[config.mk]
export PLATFORM = sky130hd
export DESIGN_NAME = mem_bus_arbiter
export DESIGN_NICKNAME = d
export VERILOG_FILES = /design/src/rtl/mem_bus_arbiter.sv
export SDC_FILE = /design/constraint.sdc
export NUM_CORES = 1
export LEC_CHECK = 0
export CORE_AREA = 10 10 149 151
export DETAILED_ROUTE_END_ITERATION = 6
export DIE_AREA = 0 0 159 161
export DONT_BUFFER_PORTS = 1
export MAX_ROUTING_LAYER = met4
export PLACE_DENSITY = 0.72
export SLEW_MARGIN = 20
export SYNTH_ARGS = -nofsm -noshare
export SYNTH_HDL_FRONTEND = slang
export SYNTH_SLANG_ARGS = --single-unit
[constraint.sdc]
create_clock -name clk -period 5.05 [get_ports clk]
set_clock_uncertainty 0.1 [all_clocks]
set_input_delay 0.505 -clock clk [delete_from_list [all_inputs] [get_ports clk]]
set_output_delay 0.505 -clock clk [all_outputs]
set_load 0.01 [all_outputs]
[src/rtl/mem_bus_arbiter.sv]
// Two-master arbiter for the data-memory bus: round-robin grant, window decode, one access in flight.
// Define ARB_FIXED_PRIO_EN to make M0 win every tie (round-robin state removed).
module mem_bus_arbiter #(
    parameter logic [31:0] DM_LSA     = 32'h0000_0000,
    parameter logic [31:0] DM_MSA     = 32'h0000_2FFF,
    parameter logic [31:0] TIMER0_LSA = 32'h0000_7F00,
    parameter logic [31:0] TIMER0_MSA = 32'h0000_7F0B,
    parameter logic [31:0] TIMER1_LSA = 32'h0000_7F10,
    parameter logic [31:0] TIMER1_MSA = 32'h0000_7F1B,
    parameter logic [31:0] INT_LSA    = 32'h0000_7F20,
    parameter logic [31:0] INT_MSA    = 32'h0000_7F23
) (
    input  logic        clk,
    input  logic        reset,
    input  logic        m0_req,
    input  logic [31:0] m0_addr,
    input  logic [31:0] m0_wdata,
    input  logic [3:0]  m0_be,
    output logic        m0_ack,
    output logic        m0_err,
    output logic [31:0] m0_rdata,
    input  logic        m1_req,
    input  logic [31:0] m1_addr,
    input  logic [31:0] m1_wdata,
    input  logic [3:0]  m1_be,
    output logic        m1_ack,
    output logic        m1_err,
    output logic [31:0] m1_rdata,
    output logic [3:0]  s_sel,
    output logic [31:0] s_addr,
    output logic [31:0] s_wdata,
    output logic [3:0]  s_be,
    input  logic [31:0] dm_rdata,
    input  logic [31:0] tc0_rdata,
    input  logic [31:0] tc1_rdata,
    input  logic [31:0] int_rdata,
    output logic [1:0]  state_dbg
);

    // Handshake: a master raises mN_req with stable addr/wdata/be and holds it
    // until the one-cycle mN_ack; mN_err and mN_rdata are valid only with mN_ack.

    typedef enum logic [1:0] {
        IDLE  = 2'd0,
        ISSUE = 2'd1,
        RESP  = 2'd2
    } state_t;

    state_t state, state_next;

    logic        any_req;
    logic        grant_m1;
    logic [31:0] win_addr;
    logic [31:0] win_wdata;
    logic [3:0]  win_be;
    logic [3:0]  dec;
    logic        be_shape_ok;
    logic        timer_hit;
    logic        count_write;
    logic        legal;
    logic        grant_q;
    logic        err_q;
    logic [31:0] slave_rdata;

    function automatic logic in_win(input logic [31:0] a, input logic [31:0] lo,
                                    input logic [31:0] hi);
        return (a >= lo) && (a <= hi);
    endfunction

    assign any_req = m0_req | m1_req;

`ifdef ARB_FIXED_PRIO_EN
    always_comb grant_m1 = m1_req & ~m0_req;
`else
    logic last_m1;

    // On a tie the master that did not win last time is granted.
    always_comb begin
        if (m0_req && m1_req) grant_m1 = ~last_m1;
        else                  grant_m1 = m1_req;
    end

    always_ff @(posedge clk or posedge reset) begin
        if (reset)                         last_m1 <= 1'b1;
        else if (state == IDLE && any_req) last_m1 <= grant_m1;
    end
`endif

    assign win_addr  = grant_m1 ? m1_addr  : m0_addr;
    assign win_wdata = grant_m1 ? m1_wdata : m0_wdata;
    assign win_be    = grant_m1 ? m1_be    : m0_be;

    always_comb begin
        dec[0] = in_win(win_addr, DM_LSA, DM_MSA);
        dec[1] = in_win(win_addr, TIMER0_LSA, TIMER0_MSA);
        dec[2] = in_win(win_addr, TIMER1_LSA, TIMER1_MSA);
        dec[3] = in_win(win_addr, INT_LSA, INT_MSA);
    end

    always_comb begin
        case (win_be)
            4'b0000, 4'b0001, 4'b0010, 4'b0100, 4'b1000,
            4'b0011, 4'b1100, 4'b1111: be_shape_ok = 1'b1;
            default:                   be_shape_ok = 1'b0;
        endcase
    end

    // Timers are word-only and their count register (offset 8..B) is read-only.
    assign timer_hit   = dec[1] | dec[2];
    assign count_write = (win_be != 4'b0000) &&
                         ((dec[1] && (win_addr - TIMER0_LSA) >= 32'd8) ||
                          (dec[2] && (win_addr - TIMER1_LSA) >= 32'd8));
    assign legal = (|dec) && be_shape_ok && !count_write &&
                   (!timer_hit || win_be == 4'b0000 || win_be == 4'b1111);

    always_comb begin
        case (s_sel)
            4'b0001: slave_rdata = dm_rdata;
            4'b0010: slave_rdata = tc0_rdata;
            4'b0100: slave_rdata = tc1_rdata;
            4'b1000: slave_rdata = int_rdata;
            default: slave_rdata = 32'h0;
        endcase
    end

    always_ff @(posedge clk or posedge reset) begin
        if (reset) state <= IDLE;
        else       state <= state_next;
    end

    always_comb begin
        state_next = state;
        case (state)
            IDLE:    if (any_req) state_next = ISSUE;
            ISSUE:   state_next = RESP;
            RESP:    state_next = IDLE;
            default: state_next = IDLE;
        endcase
    end

    assign state_dbg = state;

    // Slave-side outputs are registered so s_sel is high for exactly the ISSUE cycle.
    always_ff @(posedge clk or posedge reset) begin
        if (reset) begin
            s_sel    <= 4'b0;
            s_addr   <= 32'h0;
            s_wdata  <= 32'h0;
            s_be     <= 4'b0;
            m0_ack   <= 1'b0;
            m0_err   <= 1'b0;
            m0_rdata <= 32'h0;
            m1_ack   <= 1'b0;
            m1_err   <= 1'b0;
            m1_rdata <= 32'h0;
            grant_q  <= 1'b0;
            err_q    <= 1'b0;
        end else begin
            s_sel  <= 4'b0;
            m0_ack <= 1'b0;
            m1_ack <= 1'b0;
            case (state)
                IDLE: begin
                    if (any_req) begin
                        grant_q <= grant_m1;
                        err_q   <= ~legal;
                        s_addr  <= win_addr;
                        s_wdata <= win_wdata;
                        s_be    <= win_be;
                        s_sel   <= legal ? dec : 4'b0;
                    end
                end
                ISSUE: begin
                    // An illegal access has s_sel=0, so the mux already yields 0.
                    if (grant_q) begin
                        m1_ack   <= 1'b1;
                        m1_err   <= err_q;
                        m1_rdata <= (s_be == 4'b0000) ? slave_rdata : 32'h0;
                    end else begin
                        m0_ack   <= 1'b1;
                        m0_err   <= err_q;
                        m0_rdata <= (s_be == 4'b0000) ? slave_rdata : 32'h0;
                    end
                end
                default: ;
            endcase
        end
    end

endmodule
After elaboration in Yosys (flattened, before gate mapping)
Memories as Yosys holds them, arrays and structs flattened.
Cells that the tools add are included.
{ "word_totals": {"register_bits": 145, "latchBits": 0, "ramBits": 0, "romBits": 16, "out_inout_bits": 142, "mem_count": 1} }
{ "mem_list": {"columns": ["memory", "depth", "width", "read_ports", "rd_ports_with_merged_regs", "wr", "line_no", "source"], "rows": [
  ["(no name shown)", 16, 1, 1, 0, 0, "101", "case (win_be)"]
]} }
{ "classes": {"add_sub_neg": 2, "multipliers": 0, "n_div": 0, "order_cmp": 10, "eq_ne": 7, "shifts": 0, "mux": 15, "n_bitwise": 5, "n_reduce_logical": 25} }
{ "ops": {"columns": ["operator", "count"], "rows": [
  ["$pmux W32 S4", 1],
  ["$ge A32 B15 Y1 const B", 3],
  ["$le A32 B15 Y1 const B", 3],
  ["$mux W32", 3],
  ["$ge A32 B4 Y1 const B", 2],
  ["$sub A32 B15 Y32 const B", 2],
  ["$ge A32 B1 Y1 const B", 1],
  ["$le A32 B14 Y1 const B", 1],
  ["$mux W4", 4],
  ["$logic_and A1 B1 Y1", 12],
  ["$eq A4 B4 Y1 const B", 2],
  ["$logic_not A4 Y1", 2],
  ["$reduce_and A2 Y1", 3],
  ["$mux W1", 5],
  ["$eq A4 B1 Y1 const B", 1],
  ["$eq A4 B2 Y1 const B", 1],
  ["$eq A4 B3 Y1 const B", 1],
  ["$pmux W2 S2", 1],
  ["$reduce_bool A4 Y1", 1],
  ["$reduce_or A4 Y1", 1],
  ["$logic_or A1 B1 Y1", 3],
  ["$not A1 Y1", 3],
  ["$eq A2 B1 Y1 const B", 1],
  ["$logic_not A1 Y1", 2],
  ["other kinds (4)", 5]
]} }

Depth between registers and ports, before layout
{ "logic_depth": {"word_depth": 14, "ltp_mapped": 19} }

Worst setup path before layout
No wires, ideal clock.
{ "synth_timing": {"kind": "input to register", "start": "input port m1_req", "end": "register err_q", "setup_time_ns": 0.121, "arrival_time_ns": 4.481, "required_time_ns": 4.829, "slack_ns": 0.348, "cell_stages": 18, "path_buffers": 6, "cell_sequence": "a21bo_1 buf_6 buf_6 buf_2 buf_2 buf_2 buf_1 mux2i_1 ha_1 nor3b_1 mux2i_1 nand3_1 nand2_1 a21boi_0 a2111oi_1 o21ai_0 a21o_1 o22a_1"} }
{ "synth_between": {"elab_chain_len": 12, "word_cells_on_any_way": 40, "classes_between": "add/sub (2); order compare (10); eq/ne (1); mux (3); bitwise (3); reduce/logical (20); memory (1)"} }
{ "synth_rtl": {"columns": ["item", "line_no", "source"], "rows": [
  ["start, declared", "22", "input logic m1_req,"],
  ["$logic_and A1 B1 Y1", "79", "if (m0_req && m1_req) grant_m1 = ~last_m1;"],
  ["$mux W1", "79", null],
  ["$mux W32", "89", "assign win_addr = grant_m1 ? m1_addr : m0_addr;"],
  ["$sub A32 B15 Y32 (tied with other cells)", "111", "((dec[1] && (win_addr - TIMER0_LSA) >= 32'd8) ||"],
  ["$ge A32 B4 Y1 (tied with other cells)", "111", null],
  ["$logic_and A1 B1 Y1 (on tied branches)", "111, 112", null],
  ["$logic_or A1 B1 Y1", "111", null],
  ["$logic_and A1 B1 Y1", "110", "assign count_write = (win_be != 4'b0000) &&"],
  ["$logic_not A1 Y1", "113", "assign legal = (|dec) && be_shape_ok && !count_write &&"],
  ["$logic_and A1 B1 Y1 (2 in a row)", "113", null],
  ["$not A1 Y1", "166", "err_q <= ~legal;"],
  ["end signal, assigned", "166", null],
  ["end, declared", "62", "logic err_q;"]
]} }
Several ways; a longest one is shown, not always the timed one.
A chain may end at the register's enable or synchronous reset.

Worst setup path in the final report
{ "layout_timing": {"start": "register last_m1", "end": "register err_q"} }
{ "layout_between": {"elab_chain_len": 12, "word_cells_on_any_way": 38, "classes_between": "add/sub (2); order compare (10); eq/ne (1); mux (3); bitwise (3); reduce/logical (18); memory (1)"} }
{ "layout_rtl": {"columns": ["item", "line_no", "source"], "rows": [
  ["start, declared", "75", "logic last_m1;"],
  ["start signal, assigned", "85", "else if (state == IDLE && any_req) last_m1 <= grant_m1;"],
  ["$not A1 Y1 (*)", "79", null],
  ["$mux W1 (*)", "79", null],
  ["$mux W32 (*)", "89", null],
  ["via win_addr[8]", "53", "logic [31:0] win_addr;"],
  ["$sub A32 B15 Y32 (tied with other cells)", "111", null],
  ["$ge A32 B4 Y1 (tied with other cells)", "111", null],
  ["$logic_and A1 B1 Y1 (on tied branches)", "111, 112", null],
  ["$logic_or A1 B1 Y1", "111", null],
  ["$logic_and A1 B1 Y1", "110", null],
  ["$logic_not A1 Y1", "113", null],
  ["$logic_and A1 B1 Y1", "113", null],
  ["$logic_and A1 B1 Y1 (*)", "113", null],
  ["$not A1 Y1 (*)", "166", null]
]} }
Mark *: on every way through the listed nets, which the timed path passes. The rest lies on a longest branch.

==> impl_metrics.csv <==
group,metric,value,unit
setup_path,slowest_delay,680,ps
timing,setup_viol,0,
grt,track_usage,25.5,%
floorplanning,pin_count,410,
timing,tightest_slew,1030,ps
cts,cts_tree,"yes",
grt,grt_overflow,0,
cts,h-tree-depth,4,
floorplanning,die_h,161,um
cts,clock_path_buffers,2,
timing,hold_viol,0,
logic_synthesis,yosysMostFrequentCell,"dfrtp_1",
hold_path,hp-class,"in -> reg",
finish,fill_cells,1776,
finish,utilization,49.6,%
setup_path,cp.arrival,4580,ps
logic_synthesis,synthCells,954,
logic_synthesis,async_reset_ff_share,100,%
logic_synthesis,synth.distinct_cells,73,
cts,cts_buffers,17,
logic_synthesis,syn-num-nets,1232,
placed_design,dpl.hpwl,26.6,mm
timing,fmax,231,MHz
floorplanning,die_x,159,um
setup_path,crit_top_cell,"nand2_1",
setup_path,worstSetupStartpointType,"register",
power_and_ir_drop,p_leak,3.79,nW
logic_synthesis,ys_warn_count,0,
timing,finalCriticalPeriod,4330,ps
setup_path,path_class,"reg -> reg",
setup_path,critPathMaxFanout,25,
floorplanning,initial_core_util,45.4,%
cts,clk_pin_slew,70,ps
placed_design,place_ws,799,ps
setup_path,cp_cell_sequence,"a21bo_4 > nand2_1 > and2_1 > inv_1 > ha_1 > nand2_1 > mux2i_1 > nand3_1 > nor3_1 > a21boi_0 > a2111oi_1 > o41ai_2 > a21oi_2 > o22a_1",
setup_path,crit_slowest_cell,"a2111oi_1",
logic_synthesis,synthFlopType,"dfrtp_1",
floorplanning,core,19200,sq um
logic_synthesis,yosysTopAreaCell,"dfrtp_1",
cts,cts.sinks,145,
cts,cts_setup_buffers,0,
timing,setup_tns,0,ps
placed_design,placed_area,8940,sq um
detailed_routing,drt-total-wl,33.5,mm
detailed_routing,wl_per_cell,27.8,um
power_and_ir_drop,power.density,443,nW/um^2
finish,fin_area,9530,sq um
grt,grt_pass1_wl,50.2,mm
timing,setup_ws,724,ps
timing,finalCritPeriodShare,85.7,%
placed_design,io_buffer_count,0,
floorplanning,row_count,51,
placed_design,gp_congestion,0.961,
logic_synthesis,netlist.area_leader.share,41.4,%
timing,slew-limit-headroom,31.2,%
detailed_routing,via_per_inst,6.58,
detailed_routing,drc_errors,0,
detailed_routing,num_vias,7939,
setup_path,critical_path.top_delay_family,"compound AO/OA/AOI/OAI gates",
logic_synthesis,syn_area,8710,sq um
grt,antenna_found_initial,2,
cts,post_cts_resized,0,
setup_path,rr_worst_depth,14,
cts,worstSkewPairLatency,420,ps
outcome,status,"complete, no violations",
floorplanning,die_area,25600,sq um
setup_path,endpoint_kind,"register",
power_and_ir_drop,ir_drop,0.278,mV
setup_path,required,5310,ps
timing,rsz0062_at_grt,"false",
grt,grt_max_degree,86,
logic_synthesis,yosysSeqAreaShare,41.7,%
detailed_routing,drt_first_pass_iters,6,
detailed_routing,ant_nets,0,
flow_run,maxCapViolCount,0,
hold_path,whs_path_depth,1,
finish,final_net_count,1204,
logic_synthesis,synth_top_cells_by_count,"dfrtp_1 (144), nand2_1 (128), nor2_1 (90)",
setup_path,worst-path-stages,14,
finish,layout-drive-gt1-share,14.8,%
logic_synthesis,synth_edf_count,0,
logic_synthesis,synth_area_leaders,"dfrtp_1 (41%), mux2_2 (9.3%), a22oi_1 (5.8%)",
setup_path,path_buf_inv,1,
cts,root_buffer,"clkbuf_16",
finish,area_delta_synth_final,9.42,%
grt,grt_pass1_vias,7624,
logic_synthesis,ys_ff_latch,145,
detailed_routing,drt_iter0_markers,770,
logic_synthesis,syn_avg_cell_area,9.13,sq um
timing,slew_violations,0,
==> final timing paths <==
kind | startpoint | to | slack [ps]
setup reg to reg | last_m1 | err_q | 720
hold / removal | m0_req | last_m1 | 50
max in group asynchronous | reset | s_addr[15] | 2960
setup / recovery | last_m1 | err_q | 720
min in group asynchronous | reset | s_wdata[29] | 590
hold reg to reg | last_m1 | last_m1 | 470
==> final cells by class <==
| cell class | count | area [sq um] | area share, % |
|---|---|---|---|
| Clock buffer | 20 | 457 | 4.79 |
| Clock inverter | 12 | 121 | 1.27 |
| Antenna cell | 2 | 5.00 | 0.0525 |
| Timing Repair Buffer | 15 | 115 | 1.21 |
| Tap cell | 265 | 332 | 3.48 |
| Multi-Input combinational cell | 738 | 4830 | 50.7 |
| Inverter | 9 | 38.8 | 0.407 |
| Sequential cell | 145 | 3630 | 38.1 |
==> state kept, by name, indices dropped and copies added (netlist names) <==
| name | cells |
|---|---|
| err_q | 1 |
| grant_q | 1 |
| last_m1 | 1 |
| m0_ack | 1 |
| m0_err | 1 |
| m0_rdata | 32 |
| m1_ack | 1 |
| m1_err | 1 |
| m1_rdata | 32 |
| s_addr | 32 |
| s_be | 4 |
| s_sel | 4 |
| s_wdata | 32 |
| state_dbg | 2 |
==> stage by stage <==
step	cells	total power, mW	hold WS, ps
after detailed placement	1171	3.01	437
final	1206	4.23	47.5
after floorplan	954	2.68	394
after global placement	1171	2.98	438
after CTS	1204	4.26	30.6
after global routing	1206	4.46	31.2
==> logic make-up (layout without fill, tap and decap cells) <==
kind of cell / Yosys count / count (layout) / share of synthesized area, %
other: 0 / 2 / 0
XOR/XNOR: 15 / 15 / 1.51
AO/OA/AOI/OAI: 262 / 262 / 20.2
adder cells (fa/ha/maj): 10 / 10 / 1.44
multiplexers: 104 / 104 / 13.1
AND/OR/NAND/NOR: 347 / 347 / 18.7
flip-flops: 145 / 145 / 41.7
buffers and inverters: 71 / 56 / 3.42
==> layout by cell type, fill, tap and decap left out, types with 5 or more instances in the layout <==
cell / synthesis / routed
dfrtp_1: 144 / 144
inv_1: 8 / 7
o21ai_0: 22 / 22
buf_4: 0 / 14
nand3_1: 24 / 24
nor2_1: 90 / 90
and2_1: 6 / 6
xnor2_1: 7 / 7
xor2_1: 8 / 8
o211ai_1: 5 / 5
clkbuf_16: 0 / 17
ha_1: 10 / 10
or4_1: 5 / 5
nand2_1: 128 / 128
nor3_1: 26 / 26
mux2_2: 72 / 72
a22oi_1: 67 / 67
inv_6: 0 / 6
nand4_1: 16 / 16
a21oi_1: 72 / 72
nor4_1: 12 / 12
and3_1: 7 / 7
a31oi_1: 42 / 42
nor3b_1: 6 / 6
mux2i_1: 29 / 29
==> layer usage <==
layer | track usage [%] | routed length, um | vias up
met2 | 42.7 | 16900 | 519
met3 | 8.57 | 3680 | 56
met5 | - | 0 | -
met1 | 28.6 | 12300 | 3878
li1 | - | - | 3486
met4 | 7.58 | 608 | 0
==> repair_timing <==
item | 4_1_cts | 5_1_grt
hold buffers | 1 | 0
endpoints found under the hold margin | 18 | 0
endpoints found under the setup margin | 0 | 0
==> worst register-to-register path, cell delays in order, from the launching register on <==
cell and delay [ps]:
dfstp_2 590, a21bo_4 350, nand2_1 90, and2_1 190
inv_1 100, ha_1 290, nand2_1 140, mux2i_1 440
nand3_1 220, nor3_1 280, a21boi_0 120, a2111oi_1 680
o41ai_2 210, a21oi_2 290, o22a_1 180
==> power by group <==
| group | internal [mW] | switching (mW) | total (mW) |
|---|---|---|---|
| Clock | 0.713 | 0.525 | 1.24 |
| Sequential | 1.47 | 0.412 | 1.88 |
| Combinational | 0.407 | 0.702 | 1.11 |
Power figures use the tool's default switching activity.
